File: config.mk
export PLATFORM = sky130hd
export DESIGN_NAME = pipeline_hazard_ctrl
export DESIGN_NICKNAME = d
export VERILOG_FILES = /design/src/rtl/pipeline_hazard_ctrl.sv
export SDC_FILE = /design/constraint.sdc
export NUM_CORES = 1
export LEC_CHECK = 0
export ABC_AREA = 1
export ABC_CLOCK_PERIOD_IN_PS = 2000
export BUFFER_PORTS_ARGS = -buffer_cell sky130_fd_sc_hd__buf_2
export CAP_MARGIN = 20
export CORE_MARGIN = 2
export CORE_UTILIZATION = 41
export DETAILED_ROUTE_END_ITERATION = 7
export PLACE_DENSITY = 0.95
export SKIP_LAST_GASP = 1
export SLEW_MARGIN = 20
export SYNTH_ARGS = -nofsm -noshare
export SYNTH_HDL_FRONTEND = slang
export SYNTH_SLANG_ARGS = --single-unit
File: constraint.sdc
create_clock -name clk -period 2 [get_ports clk]
set_input_delay 0.2 -clock clk [delete_from_list [all_inputs] [get_ports clk]]
set_output_delay 0.2 -clock clk [all_outputs]
set_load 0.05 [all_outputs]
File: src/rtl/pipeline_hazard_ctrl.sv
// pipeline_hazard_ctrl
//   Central stall/flush controller for an NUM_STAGES-buffer CPU pipeline.
//   Buffer 0 is IF_ID, then ID_EX, EX_MEM, MEM_WB, ...
//   Drives per-buffer stall/flush combinationally in the same cycle, holds
//   a registered multi-cycle load-use bubble sequence, and optionally keeps
//   saturating performance counters.
//
//   Optional feature macro: HAZARD_PERF_EN (enables the stall/flush counters;
//   when undefined both counter outputs are tied to zero and no flops exist).
//
// Ports
//   clk              in   rising-edge clock
//   rst              in   synchronous active-high reset
//   alert            in   interrupt/alert redirect (flushes IF_ID)
//   branch_miss      in   branch mispredict
//   mem_stall        in   memory not ready (level)
//   load_hazard      in   load-use dependency detected in decode
//   branch_call_jump in   taken call/jump resolved in decode
//   stall            out  per-buffer hold enable
//   flush            out  per-buffer bubble insert
//   load_hold        out  load-use hold sequence active
//   stall_cycles     out  cycles with any stall bit set
//   flush_events     out  cycles with any flush bit set
module pipeline_hazard_ctrl #(
  parameter int unsigned NUM_STAGES         = 4,
  parameter int unsigned LOAD_STALL_CYCLES  = 1,
  parameter int unsigned BRANCH_FLUSH_DEPTH = 3,
  parameter int unsigned JUMP_FLUSH_DEPTH   = 2,
  parameter int unsigned CNT_W              = 16
) (
  input  logic                  clk,
  input  logic                  rst,
  input  logic                  alert,
  input  logic                  branch_miss,
  input  logic                  mem_stall,
  input  logic                  load_hazard,
  input  logic                  branch_call_jump,
  output logic [NUM_STAGES-1:0] stall,
  output logic [NUM_STAGES-1:0] flush,
  output logic                  load_hold,
  output logic [CNT_W-1:0]      stall_cycles,
  output logic [CNT_W-1:0]      flush_events
);

  localparam logic [NUM_STAGES-1:0] ALL_MASK   = '1;
  localparam logic [NUM_STAGES-1:0] BR_MASK    = ALL_MASK >> (NUM_STAGES - BRANCH_FLUSH_DEPTH);
  localparam logic [NUM_STAGES-1:0] JMP_MASK   = ALL_MASK >> (NUM_STAGES - JUMP_FLUSH_DEPTH);
  // Load-use holds everything upstream of the last buffer; MEM_WB drains a bubble.
  localparam logic [NUM_STAGES-1:0] LOAD_MASK  = ALL_MASK >> 1;
  localparam logic [NUM_STAGES-1:0] ALERT_MASK = NUM_STAGES'(1);
  localparam logic [3:0]            HOLD_INIT  = 4'(LOAD_STALL_CYCLES - 1);

  typedef enum logic [0:0] {RUN, LOAD_HOLD} state_e;

  state_e     state_q, state_d;
  logic [3:0] cnt_q, cnt_d;

  always_comb begin
    stall   = '0;
    flush   = '0;
    state_d = state_q;
    cnt_d   = cnt_q;
    if (rst) begin
      flush = '1;
    end else if (alert) begin
      flush   = ALERT_MASK;
      state_d = RUN;
      cnt_d   = '0;
    end else if (branch_miss) begin
      flush   = BR_MASK;
      state_d = RUN;
      cnt_d   = '0;
    end else if (mem_stall) begin
      // Whole pipe frozen; the hold counter does not advance.
      stall = '1;
    end else if (state_q == LOAD_HOLD || load_hazard) begin
      stall = LOAD_MASK;
      if (state_q == LOAD_HOLD) begin
        // A fresh load_hazard here does not reload the count.
        cnt_d = cnt_q - 4'd1;
        if (cnt_q == 4'd1) begin
          state_d = RUN;
        end
      end else if (LOAD_STALL_CYCLES > 1) begin
        // This cycle is the first bubble; the remaining ones are counted.
        state_d = LOAD_HOLD;
        cnt_d   = HOLD_INIT;
      end
    end else if (branch_call_jump) begin
      flush = JMP_MASK;
    end
  end

  always_ff @(posedge clk) begin
    if (rst) begin
      state_q <= RUN;
      cnt_q   <= '0;
    end else begin
      state_q <= state_d;
      cnt_q   <= cnt_d;
    end
  end

  assign load_hold = (state_q == LOAD_HOLD) && !rst;

`ifdef HAZARD_PERF_EN
  logic [CNT_W-1:0] stall_cycles_q, stall_cycles_d;
  logic [CNT_W-1:0] flush_events_q, flush_events_d;

  always_comb begin
    stall_cycles_d = stall_cycles_q;
    flush_events_d = flush_events_q;
    if ((|stall) && (stall_cycles_q != '1)) begin
      stall_cycles_d = stall_cycles_q + CNT_W'(1);
    end
    if ((|flush) && (flush_events_q != '1)) begin
      flush_events_d = flush_events_q + CNT_W'(1);
    end
  end

  always_ff @(posedge clk) begin
    if (rst) begin
      stall_cycles_q <= '0;
      flush_events_q <= '0;
    end else begin
      stall_cycles_q <= stall_cycles_d;
      flush_events_q <= flush_events_d;
    end
  end

  assign stall_cycles = stall_cycles_q;
  assign flush_events = flush_events_q;
`else
  assign stall_cycles = '0;
  assign flush_events = '0;
`endif

endmodule
==> summary.md, run 1 <==
| Metric | Value |
|---|---|
| Synth Area in Compound Gates | `6.33%` |
| Final core occ | `42.5%` |
| I/O pin count | `48` |
| H-tree Lvls | `1` |
| Post-synth top area cell | `buf_4` |
| 1st-iter DRT viols | `13` |
| Synth Register Bits | `5` |
| Post-Syn Area | `593 um^2` |
| Crit-path max FO | `3` |
| Setup Buffers After CTS | `0` |
| Worst-Skew Late Latency | `0.24 ns` |
| Core Box Area | `1330 um^2` |
| Sink Count | `5` |
| ANT cells | `0` |
| CTS root buffer | `clkbuf_4` |
| Critical path arrival | `1.28 ns` |
| Vias | `440` |
| DR vias/cell | `3.96` |
| Fin area | `567 um^2` |
| Share of cells above drive strength 1 | `30.2%` |
| Post-CTS sizing | `0` |
| Total Nets Final | `106` |
| Post-route minimum period | `1.48 ns` |
| Detail Route Antenna Nets | `0` |
| Skew final | `0.00155 ns` |
| Max Root-Sink Buffers | `2` |
| XOR/XNOR Fraction of Synth Area | `0%` |
| CP Data Required Time | `1.80 ns` |
| Hold_buf cts | `0` |
| CTS tree | `yes` |
| Post-synthesis mux area share | `0%` |
| Initial core utilization | `44.5%` |
| CTS Buf Count | `3` |
| MaxCap Viol Count | `0` |
| Post-Synth Adder-Cell Area | `4.22%` |
| Delay-heaviest family, CP | `flip-flops` |
| Fin. Hold Viols | `0` |
| Cell Chain, Critical Path | `nor3_2 -> nand2_1 -> a21oi_2 -> buf_2` |
| GPL Wtd Cong | `0.735` |
| CP Depth | `4` |
| Setup violators final | `0` |
| Worst Hold Depth | `4` |
| Area grow syn2layout | `-4.43%` |
| Routed wire length per instance | `8.43 um` |
| Critical path endpoint category | `output port` |
| Placed inst area | `541 um^2` |
| Clk slew on worst S/H paths | `0.04 ns` |
| Die area | `1770 um^2` |
| Worst VDD drop | `0.253 mV` |
| Drt first pass iters | `6` |
| Commonest cells after routing, fill and taps aside | `32 x conb_1, 15 x buf_2, 9 x nor2_1, 6 x nand2_1` |
| Final WS setup | `0.515 ns` |
| CP Launch Type | `flop` |
| Rows | `13` |
| Port Buffers | `15` |
| P_leak | `0.321 nW` |
| # DRC | `0` |
| Die height | `42.0 um` |
| Yosys cell types | `19` |
| Crit-path slowest cell | `dfxtp_1` |
| Final Max Tran Viols | `0` |
| Main combinational cell family by area after synthesis | `buffers and inverters` |
| Number of global-route vias before repair | `360` |
| First-pass GRT wire length | `1440 um` |
| Final WL | `936 um` |
| Fmax | `674 MHz` |
| Dpl hpwl | `798 um` |
| Critical path type | `reg2out` |
| Total GRT Usage | `10.9%` |
| Largest net degree at the start of global routing | `6` |
| Top cells by area, synth | `buf_4 44%, dfxtp_1 17%, nor2_1 5.7%, ha_1 4.2%, nand2_1 3.8%` |
| Power per standard cell area | `719 nW/um^2` |
| Initial antenna violation count | `0` |
| Min-delay worst type | `in2reg` |
| Share of the yosys chip area belonging to registers | `16.9%` |
| Final period utilization | `74.2%` |
| Area fraction of the dominant cell type after synthesis | `44.3%` |
| Cells after Synth | `81` |
| Post-synthesis simple-gate area fraction | `22.4%` |
| Layout fillers | `145` |
| Worst slack, placed | `0.763 ns` |
| CP Buf/Inv Count | `1` |
| Commonest non-fill, non-tap cell in the layout | `conb_1` |
| Worst path max stage delay | `0.33 ns` |
| Die width | `42.0 um` |
| Yosys warnings | `0` |
| Mapped Avg Cell Area | `7.32 um^2` |
| GRT overflow | `0` |
| RSZ-0062 raised after global routing | `false` |
| Final setup TNS | `0 ns` |
| Outcome | `finished clean` |
| Worst r2r path cells | `4` |
## sequential cells by signal, indices dropped and copies added (netlist names)
signal,count
state_q,1
cnt_q,4
## per-layer routing
| layer | GRT usage [%] | part of all wire, % | routed length (um) |
|---|---|---|---|
| met5 | 0 | 0 | 0 |
| met4 | 6.88 | 0 | 0 |
| met3 | 4.31 | 14 | 133 |
| met2 | 19.7 | 54 | 510 |
| met1 | 10.1 | 31 | 292 |
## path summary, 6_finish.rpt
check	start	end	slack, ns
setup / recovery	state_q$_SDFFE_PP0P_	flush[1]	0.52
hold / removal	alert	state_q$_SDFFE_PP0P_	0.32
setup reg to reg	cnt_q[0]$_SDFFE_PP0P_	cnt_q[1]$_SDFFE_PP0P_	1.03
hold reg to reg	cnt_q[2]$_SDFFE_PP0P_	cnt_q[2]$_SDFFE_PP0P_	0.50
## cell usage after synthesis
library cell	number
ha_1	2
a21oi_2	2
nand4_1	1
conb_1	1
nand2_2	2
nor3_1	1
inv_2	2
nor3_2	2
nand2_1	6
inv_1	5
dfxtp_1	5
clkinv_2	1
a21oi_1	1
nor2_1	9
nand3_1	2
buf_4	35
o211a_1	1
o21ai_1	1
nor2_4	2
## power by group
part	switching [W]	leakage, nW	total [W]	internal, W
sequential	0	0.0402	0.000100	0.000100
clock	0.0000420	0.0150	0.000117	0.0000755
combinational	0.000176	0.266	0.000190	0.0000143
total	0.000218	0.321	0.000407	0.000190
## tightest hold or removal path, delay by kind of cell
kind                   cells  cell delay, ns
buffers and inverters      2            0.11
and+or+nand+nor            2            0.18
## per-stage QoR
step                cells  power (W)  hold WS, ns
floorplan             112   0.000325        0.382
global placement      107   0.000289        0.476
detailed placement    107   0.000291        0.496
CTS                   111   0.000413        0.306
global route          111   0.000428        0.348
finish                111   0.000407        0.316
## cells by family after synthesis
kind of cell	count (synthesis)
other cells	1
buf+inv	43
flops	5
simple gates	25
fa+ha+maj	2
compound gates	5
## cell type report
class	count	area (um^2)	area share, %
Sequential cell	5	100	17.7
Tap cell	15	18.8	3.31
Multi-Input combinational cell	64	315	55.6
Timing Repair Buffer	15	75.1	13.2
Inverter	8	31.3	5.52
Clock buffer	4	26.3	4.64
No activity file was read; power rests on OpenSTA's default activity.
==> run 2, diff against run 1 <==
--- a/config.mk
+++ b/config.mk
@@ -6,13 +6,13 @@
 export NUM_CORES = 1
 export LEC_CHECK = 0
 export ABC_AREA = 1
-export ABC_CLOCK_PERIOD_IN_PS = 2000
+export ABC_CLOCK_PERIOD_IN_PS = 1300
 export BUFFER_PORTS_ARGS = -buffer_cell sky130_fd_sc_hd__buf_2
 export CAP_MARGIN = 20
 export CORE_MARGIN = 2
-export CORE_UTILIZATION = 41
+export CORE_UTILIZATION = 34
 export DETAILED_ROUTE_END_ITERATION = 7
-export PLACE_DENSITY = 0.95
+export PLACE_DENSITY = 0.86
 export SKIP_LAST_GASP = 1
 export SLEW_MARGIN = 20
 export SYNTH_ARGS = -nofsm -noshare
==> constraint.sdc (replaced) <==
create_clock -name clk -period 1.3 [get_ports clk]
set_input_delay 0.13 -clock clk [delete_from_list [all_inputs] [get_ports clk]]
set_output_delay 0.13 -clock clk [all_outputs]
set_load 0.05 [all_outputs]
==> run 2 against run 1 <==
  * First-iteration DRC count is 77% lower
  * Utilization fell by 7.2 points
  * Power up 56%
  * Largest cell class unchanged
==> summary.md, run 2 (synthesis gave the netlist of run 1 again) <==
| Metric | Value |
|---|---|
| 1st-iter DRT viols | `3 (was 13)` |
| Layout Cells excl Fill | `114 (was 111)` |
| Max Root-Sink Buffers | `2 (unchanged)` |
| Footprint of the multi-input gates | `318 um^2 (was 315 um^2)` |
| ANT cells | `0 (unchanged)` |
| Area grow syn2layout | `0.633% (was -4.43%)` |
| GPL Wtd Cong | `0.780 (was 0.735)` |
| Die width | `45.8 um (was 42.0 um)` |
| Min-delay worst type | `in2reg (unchanged)` |
| Post-route minimum period | `1.26 ns` |
| Die area | `2090 um^2 (was 1770 um^2)` |
| Regs by FF count | `cnt_q: 4 flops, state_q: 1 flops (unchanged)` |
| DR vias/cell | `3.87 (was 3.96)` |
| Port Buffers | `15 (unchanged)` |
| Final period utilization | `97.1%` |
| Initial core utilization | `35.1% (was 44.5%)` |
| Outcome | `finished clean (unchanged)` |
| Rows | `15 (was 13)` |
| Crit-path max FO | `3 (unchanged)` |
| Largest net degree at the start of global routing | `6 (unchanged)` |
| CTS root buffer | `clkbuf_4 (unchanged)` |
| Total GRT Usage | `7.51% (was 10.9%)` |
| Top reg by flops | `cnt_q (unchanged)` |
| Clk slew on worst S/H paths | `0.04 ns (about the same)` |
| Total power | `0.000635 W (was 0.000407 W)` |
| Max FFs per register | `4 (unchanged)` |
| WHS | `0.249 ns (was 0.316 ns)` |
| Drt first pass iters | `2 (was 6)` |
| Detail Route Antenna Nets | `0 (unchanged)` |
| Fin. Hold Viols | `0 (unchanged)` |
| Critical path endpoint category | `output port (unchanged)` |
| Commonest cells after routing, fill and taps aside | `32 x conb_1, 10 x buf_2, 8 x nor2_1, 6 x nand2_1 (was 32 x conb_1, 15 x buf_2, 9 x nor2_1, 6 x nand2_1)` |
| CTS tree | `yes (unchanged)` |
| GRT overflow | `0 (unchanged)` |
| Number of global-route vias before repair | `311 (was 360)` |
| Die height | `45.8 um (was 42.0 um)` |
| Initial antenna violation count | `0 (unchanged)` |
| Total Nets Final | `107 (was 106)` |
| Dpl hpwl | `718 um (was 798 um)` |
| DP Cell Count | `109 (was 107)` |
| # DRC | `0 (unchanged)` |
| Worst-Skew Late Latency | `0.24 ns (about the same)` |
| Routed wire length per instance | `7.35 um (was 8.43 um)` |
| P_leak | `0.329 nW (was 0.321 nW)` |
| First-pass GRT wire length | `1100 um (was 1440 um)` |
| Power per standard cell area | `1060 nW/um^2 (was 719 nW/um^2)` |
| Core Box Area | `1690 um^2 (was 1330 um^2)` |
| Final WL | `838 um (was 936 um)` |
| Sequential cell area | `101 um^2 (was 100 um^2)` |
| Commonest non-fill, non-tap cell in the layout | `conb_1 (unchanged)` |
| Hold_buf cts | `0 (unchanged)` |
| I/O pin count | `48 (unchanged)` |
| Skew final | `0.00425 ns (was 0.00155 ns)` |
| MaxCap Viol Count | `0 (unchanged)` |
| H-tree Lvls | `1 (unchanged)` |
| Setup violators final | `0 (unchanged)` |
| RSZ-0062 raised after global routing | `true (was false)` |
| Critical path type | `reg2out (unchanged)` |
| Vias | `441 (was 440)` |
| CP Launch Type | `flop (unchanged)` |
| Critical path arrival | `1.13 ns (was 1.28 ns)` |
| Fmax | `792 MHz` |
| Layout fillers | `187 (was 145)` |
| CTS Buf Count | `3 (unchanged)` |
| Flop-to-flop setup slack | `0.33 ns (was 1.03 ns)` |
| Final setup TNS | `0 ns (unchanged)` |
| Worst VDD drop | `0.562 mV (was 0.253 mV)` |
| Sink Count | `5 (unchanged)` |
| Share of cells above drive strength 1 | `33.0% (was 30.2%)` |
| Final Max Tran Viols | `0 (unchanged)` |
| CP Data Required Time | `1.17 ns (was 1.80 ns)` |
==> run 2: area by class of cell <==
| class | instances | share of cell area (%) |
|---|---|---|
| Sequential cell | 5 | 17.0 |
| Clock buffer | 4 | 4.40 |
| Tap cell | 17 | 3.56 |
| Inverter | 8 | 5.24 |
| Timing Repair Buffer | 16 | 16.6 |
| Multi-Input combinational cell | 64 | 53.2 |
==> run 2: path summary, 6_finish.rpt <==
path,startpoint,to,cells after the start
worst min-delay path,alert,state_q$_SDFFE_PP0P_,4
worst max-delay path,state_q$_SDFFE_PP0P_,flush[1],4
worst max register to register,cnt_q[0]$_SDFFE_PP0P_,cnt_q[1]$_SDFFE_PP0P_,4
worst min register to register,cnt_q[2]$_SDFFE_PP0P_,cnt_q[2]$_SDFFE_PP0P_,2
==> run 2: metrics by stage <==
stage | setup WS [ns] | utilization [%] | area, um^2
final | 0.0372 | 35.3 | 597
after global routing | -0.0246 | 35.3 | 597
after CTS | -0.00675 | 34.7 | 586
after detailed placement | 0.0916 | 32.3 | 546
after global placement | 0.164 | 32.3 | 546
after floorplan | -0.00798 | - | 712
==> run 2: what timing repair did <==
item,4_1_cts,5_1_grt
setup buffers,1,0
endpoints found under the setup margin,2,5
resized for setup,2,7
pin swaps,1,0
cloned,0,0
==> run 2: per-layer routing <==
| layer | wire (um) | GRT usage [%] |
|---|---|---|
| met3 | 109 | 3.57 |
| met1 | 331 | 7.13 |
| met5 | 0 | 0 |
| met2 | 383 | 13.5 |
| met4 | 13 | 3.43 |
==> run 2: where the power goes <==
group	internal, W	total, W	switching [W]
Sequential	0.000154	0.000154	0
Combinational	0.0000298	0.000301	0.000271
Clock	0.000116	0.000180	0.0000641
Total	0.000300	0.000635	0.000335
==> run 2: worst max-delay path, cell delays in order, from the launching register on <==
cell and delay [ns]:
dfxtp_2 0.33, nor3_2 0.13, nand2_1 0.11, a21oi_2 0.15, buf_6 0.17
==> run 3, diff against run 2 <==
--- a/config.mk
+++ b/config.mk
@@ -9,10 +9,12 @@
 export ABC_CLOCK_PERIOD_IN_PS = 1300
 export BUFFER_PORTS_ARGS = -buffer_cell sky130_fd_sc_hd__buf_2
 export CAP_MARGIN = 20
+export CORE_ASPECT_RATIO = 1.1
 export CORE_MARGIN = 2
 export CORE_UTILIZATION = 34
 export DETAILED_ROUTE_END_ITERATION = 7
 export PLACE_DENSITY = 0.86
+export SETUP_SLACK_MARGIN = 0.2
 export SKIP_LAST_GASP = 1
 export SLEW_MARGIN = 20
 export SYNTH_ARGS = -nofsm -noshare
==> run 3 against run 2 <==
  * Sequential share of layout area fell by 1.8 points
  * Sequential cell count stayed put
  * Utilization up 7.4 points
  * Critical path depth stayed put
  * Maximum frequency up 1.2%
  * Routed wire length grew 18%
  * Final area is 14% higher
  * Largest power group unchanged
  * Global-route usage up 4.5 points
  * Highest routed layer unchanged
  * Worst hold slack improved by 0.013 ns
  * Largest cell class unchanged
==> summary.md, run 3 (synthesis gave the netlist of run 1 again) <==
| Metric | Value |
|---|---|
| Setup violators final | `0 (unchanged)` |
| Final Max Tran Viols | `0 (unchanged)` |
| RSZ-0062 raised after global routing | `true (unchanged)` |
| Cell Chain, Critical Path | `nor3_4 -> nand2_2 -> a21oi_4 -> buf_6 (was nor3_2 -> nand2_1 -> a21oi_2 -> buf_6)` |
| # DRC | `0 (unchanged)` |
| GPL Wtd Cong | `0.757 (was 0.780)` |
| Total power | `0.000645 W (was 0.000635 W)` |
| 1st-iter DRT viols | `7 (was 3)` |
| Worst path max stage delay | `0.34 ns (was 0.33 ns)` |
| CP Launch Type | `flop (unchanged)` |
| CP Depth | `4 (unchanged)` |
| Largest net degree at the start of global routing | `6 (unchanged)` |
| Critical path type | `reg2out (unchanged)` |
| Post-route minimum period | `1.25 ns (was 1.26 ns)` |
| I/O pin count | `48 (unchanged)` |
| Met2 Resource Use GR | `21.5% (was 13.5%)` |
| Max Root-Sink Buffers | `2 (unchanged)` |
| Sink Count | `5 (unchanged)` |
| CTS tree | `yes (unchanged)` |
| Total Nets Final | `108 (was 107)` |
| Critical Path Start | `state_q$_SDFFE_PP0P_ (unchanged)` |
| Reg-to-reg startpoint | `state_q$_SDFFE_PP0P_ (was cnt_q[0]$_SDFFE_PP0P_)` |
| Die width | `43.8 um (was 45.8 um)` |
| Min-delay worst type | `in2reg (unchanged)` |
| Vias | `446 (was 441)` |
| CTS root buffer | `clkbuf_4 (unchanged)` |
| Commonest non-fill, non-tap cell in the layout | `conb_1 (unchanged)` |
| Die area | `2090 um^2 (about the same)` |
| Placed inst area | `574 um^2 (was 546 um^2)` |
| WHS | `0.262 ns (was 0.249 ns)` |
| Dpl hpwl | `826 um (was 718 um)` |
| Fin. Hold Viols | `0 (unchanged)` |
| Initial core utilization | `37.2% (was 35.1%)` |
| Met3 Use GR | `2.64% (was 3.57%)` |
| ANT cells | `0 (unchanged)` |
| Routed wire length per instance | `8.57 um (was 7.35 um)` |
| MaxCap Viol Count | `0 (unchanged)` |
| Port Buffers | `15 (unchanged)` |
| GRT overflow | `0 (unchanged)` |
| Clk slew on worst S/H paths | `0.04 ns (about the same)` |
| Total GRT Usage | `12.0% (was 7.51%)` |
| Met1 usage | `11.9% (was 7.13%)` |
| Drt first pass iters | `4 (was 2)` |
| CTS Buf Count | `3 (unchanged)` |
| Area grow syn2layout | `15.0% (was 0.633%)` |
| H-tree Lvls | `1 (unchanged)` |
| First-pass GRT wire length | `1770 um (was 1100 um)` |
| Die height | `47.8 um (was 45.8 um)` |
| Worst r2r path cells | `6 (was 4)` |
| Initial antenna violation count | `0 (unchanged)` |
| Detail Route Antenna Nets | `0 (unchanged)` |
| Final core occ | `42.7% (was 35.3%)` |
| Critical path endpoint category | `output port (unchanged)` |
| Rows | `15 (unchanged)` |
| Share of cells above drive strength 1 | `37.8% (was 33.0%)` |
| Worst VDD drop | `0.501 mV (was 0.562 mV)` |
| Regs by FF count | `cnt_q: 4 flops, state_q: 1 flops (unchanged)` |
| Top reg by flops | `cnt_q (unchanged)` |
| Commonest cells after routing, fill and taps aside | `32 x conb_1, 8 x buf_2, 6 x nor2_1, 5 x inv_1 (was 32 x conb_1, 10 x buf_2, 8 x nor2_1, 6 x nand2_1)` |
| Critical path arrival | `1.12 ns (was 1.13 ns)` |
| Crit-path max FO | `2 (was 3)` |
| P_leak | `0.350 nW (was 0.329 nW)` |
| Final WL | `986 um (was 838 um)` |
| Final period utilization | `96.0% (was 97.1%)` |
| Grt peak-use layer | `met2 (unchanged)` |
| Core Box Area | `1600 um^2 (was 1690 um^2)` |
| Crit-path slowest cell | `dfxtp_4 (was dfxtp_2)` |
| Delay-heaviest family, CP | `flip-flops (unchanged)` |
| Power per standard cell area | `947 nW/um^2 (was 1060 nW/um^2)` |
| Max FFs per register | `4 (unchanged)` |
| Worst-Skew Late Latency | `0.24 ns (about the same)` |
| Fmax | `802 MHz (was 792 MHz)` |
| CP Buf/Inv Count | `1 (unchanged)` |
| Worst Hold Depth | `4 (unchanged)` |
| CP Data Required Time | `1.17 ns (about the same)` |
| Number of global-route vias before repair | `406 (was 311)` |
| Skew final | `0.00203 ns (was 0.00425 ns)` |
| Hold Startpoint | `alert (unchanged)` |
| Outcome | `finished clean (unchanged)` |
| DR vias/cell | `3.88 (was 3.87)` |
| Fin area | `682 um^2 (was 597 um^2)` |
[run 3: changes by cell type in the layout (fill, tap and decap cells not counted), moves of 2 or more]
cell      change
buf_2         -2
buf_8         +4
clkbuf_4      -2
nand2_1       -2
nand2_2       +2
nor2_1        -2
nor2_4        +2
[run 3: worst paths after layout]
kind | end | slack, ns
setup reg to reg | cnt_q[3]$_SDFFE_PP0P_ | 0.31
setup / recovery | flush[1] | 0.05
hold / removal | state_q$_SDFFE_PP0P_ | 0.26
hold reg to reg | cnt_q[2]$_SDFFE_PP0P_ | 0.50
[run 3: cell type report]
type                            count  area (um^2)
Clock buffer                        4         26.3
Fill cell                         154          913
Inverter                            8         33.8
Multi-Input combinational cell     64          352
Sequential cell                     5          104
Tap cell                           17         21.3
Timing Repair Buffer               17          145
[run 3: repair_timing]
action | in CTS | in global routing
pin swaps | 3 | 3
setup endpoints to repair | 6 | 7
hold buffers | 0 | 0
buffers inserted | 2 | 0
resized for setup | 17 | 5
[run 3: where the power goes]
| group | total (W) | leakage, nW | internal, W | switching, W |
|---|---|---|---|---|
| combinational | 0.000320 | 0.294 | 0.0000397 | 0.000280 |
| clock | 0.000174 | 0.0150 | 0.000116 | 0.0000579 |
| sequential | 0.000152 | 0.0411 | 0.000152 | 0 |
| total | 0.000645 | 0.350 | 0.000307 | 0.000338 |
[run 3: worst min-delay path, cell delays in order]
cell     delay, ns
buf_2         0.07
inv_1         0.04
nand2_2       0.15
nor3_2        0.06
[run 3: routing by layer]
layer	part of all wire (%)	up-vias
li1	-	216
met4	5.6	0
met2	53	31
met3	8.0	6
met1	33	193
met5	0	-
[run 3: per-stage QoR]
step / setup WS, ns / TNS [ns] / std cells
6_report: 0.0526 / 0 / 115
5_1_grt: -0.0100 / -0.0100 / 115
4_1_cts: -0.0241 / -0.0241 / 115
3_5_place_dp: 0.111 / 0 / 109
3_3_place_gp: 0.142 / 0 / 109
2_1_floorplan: 0.146 / 0 / 112
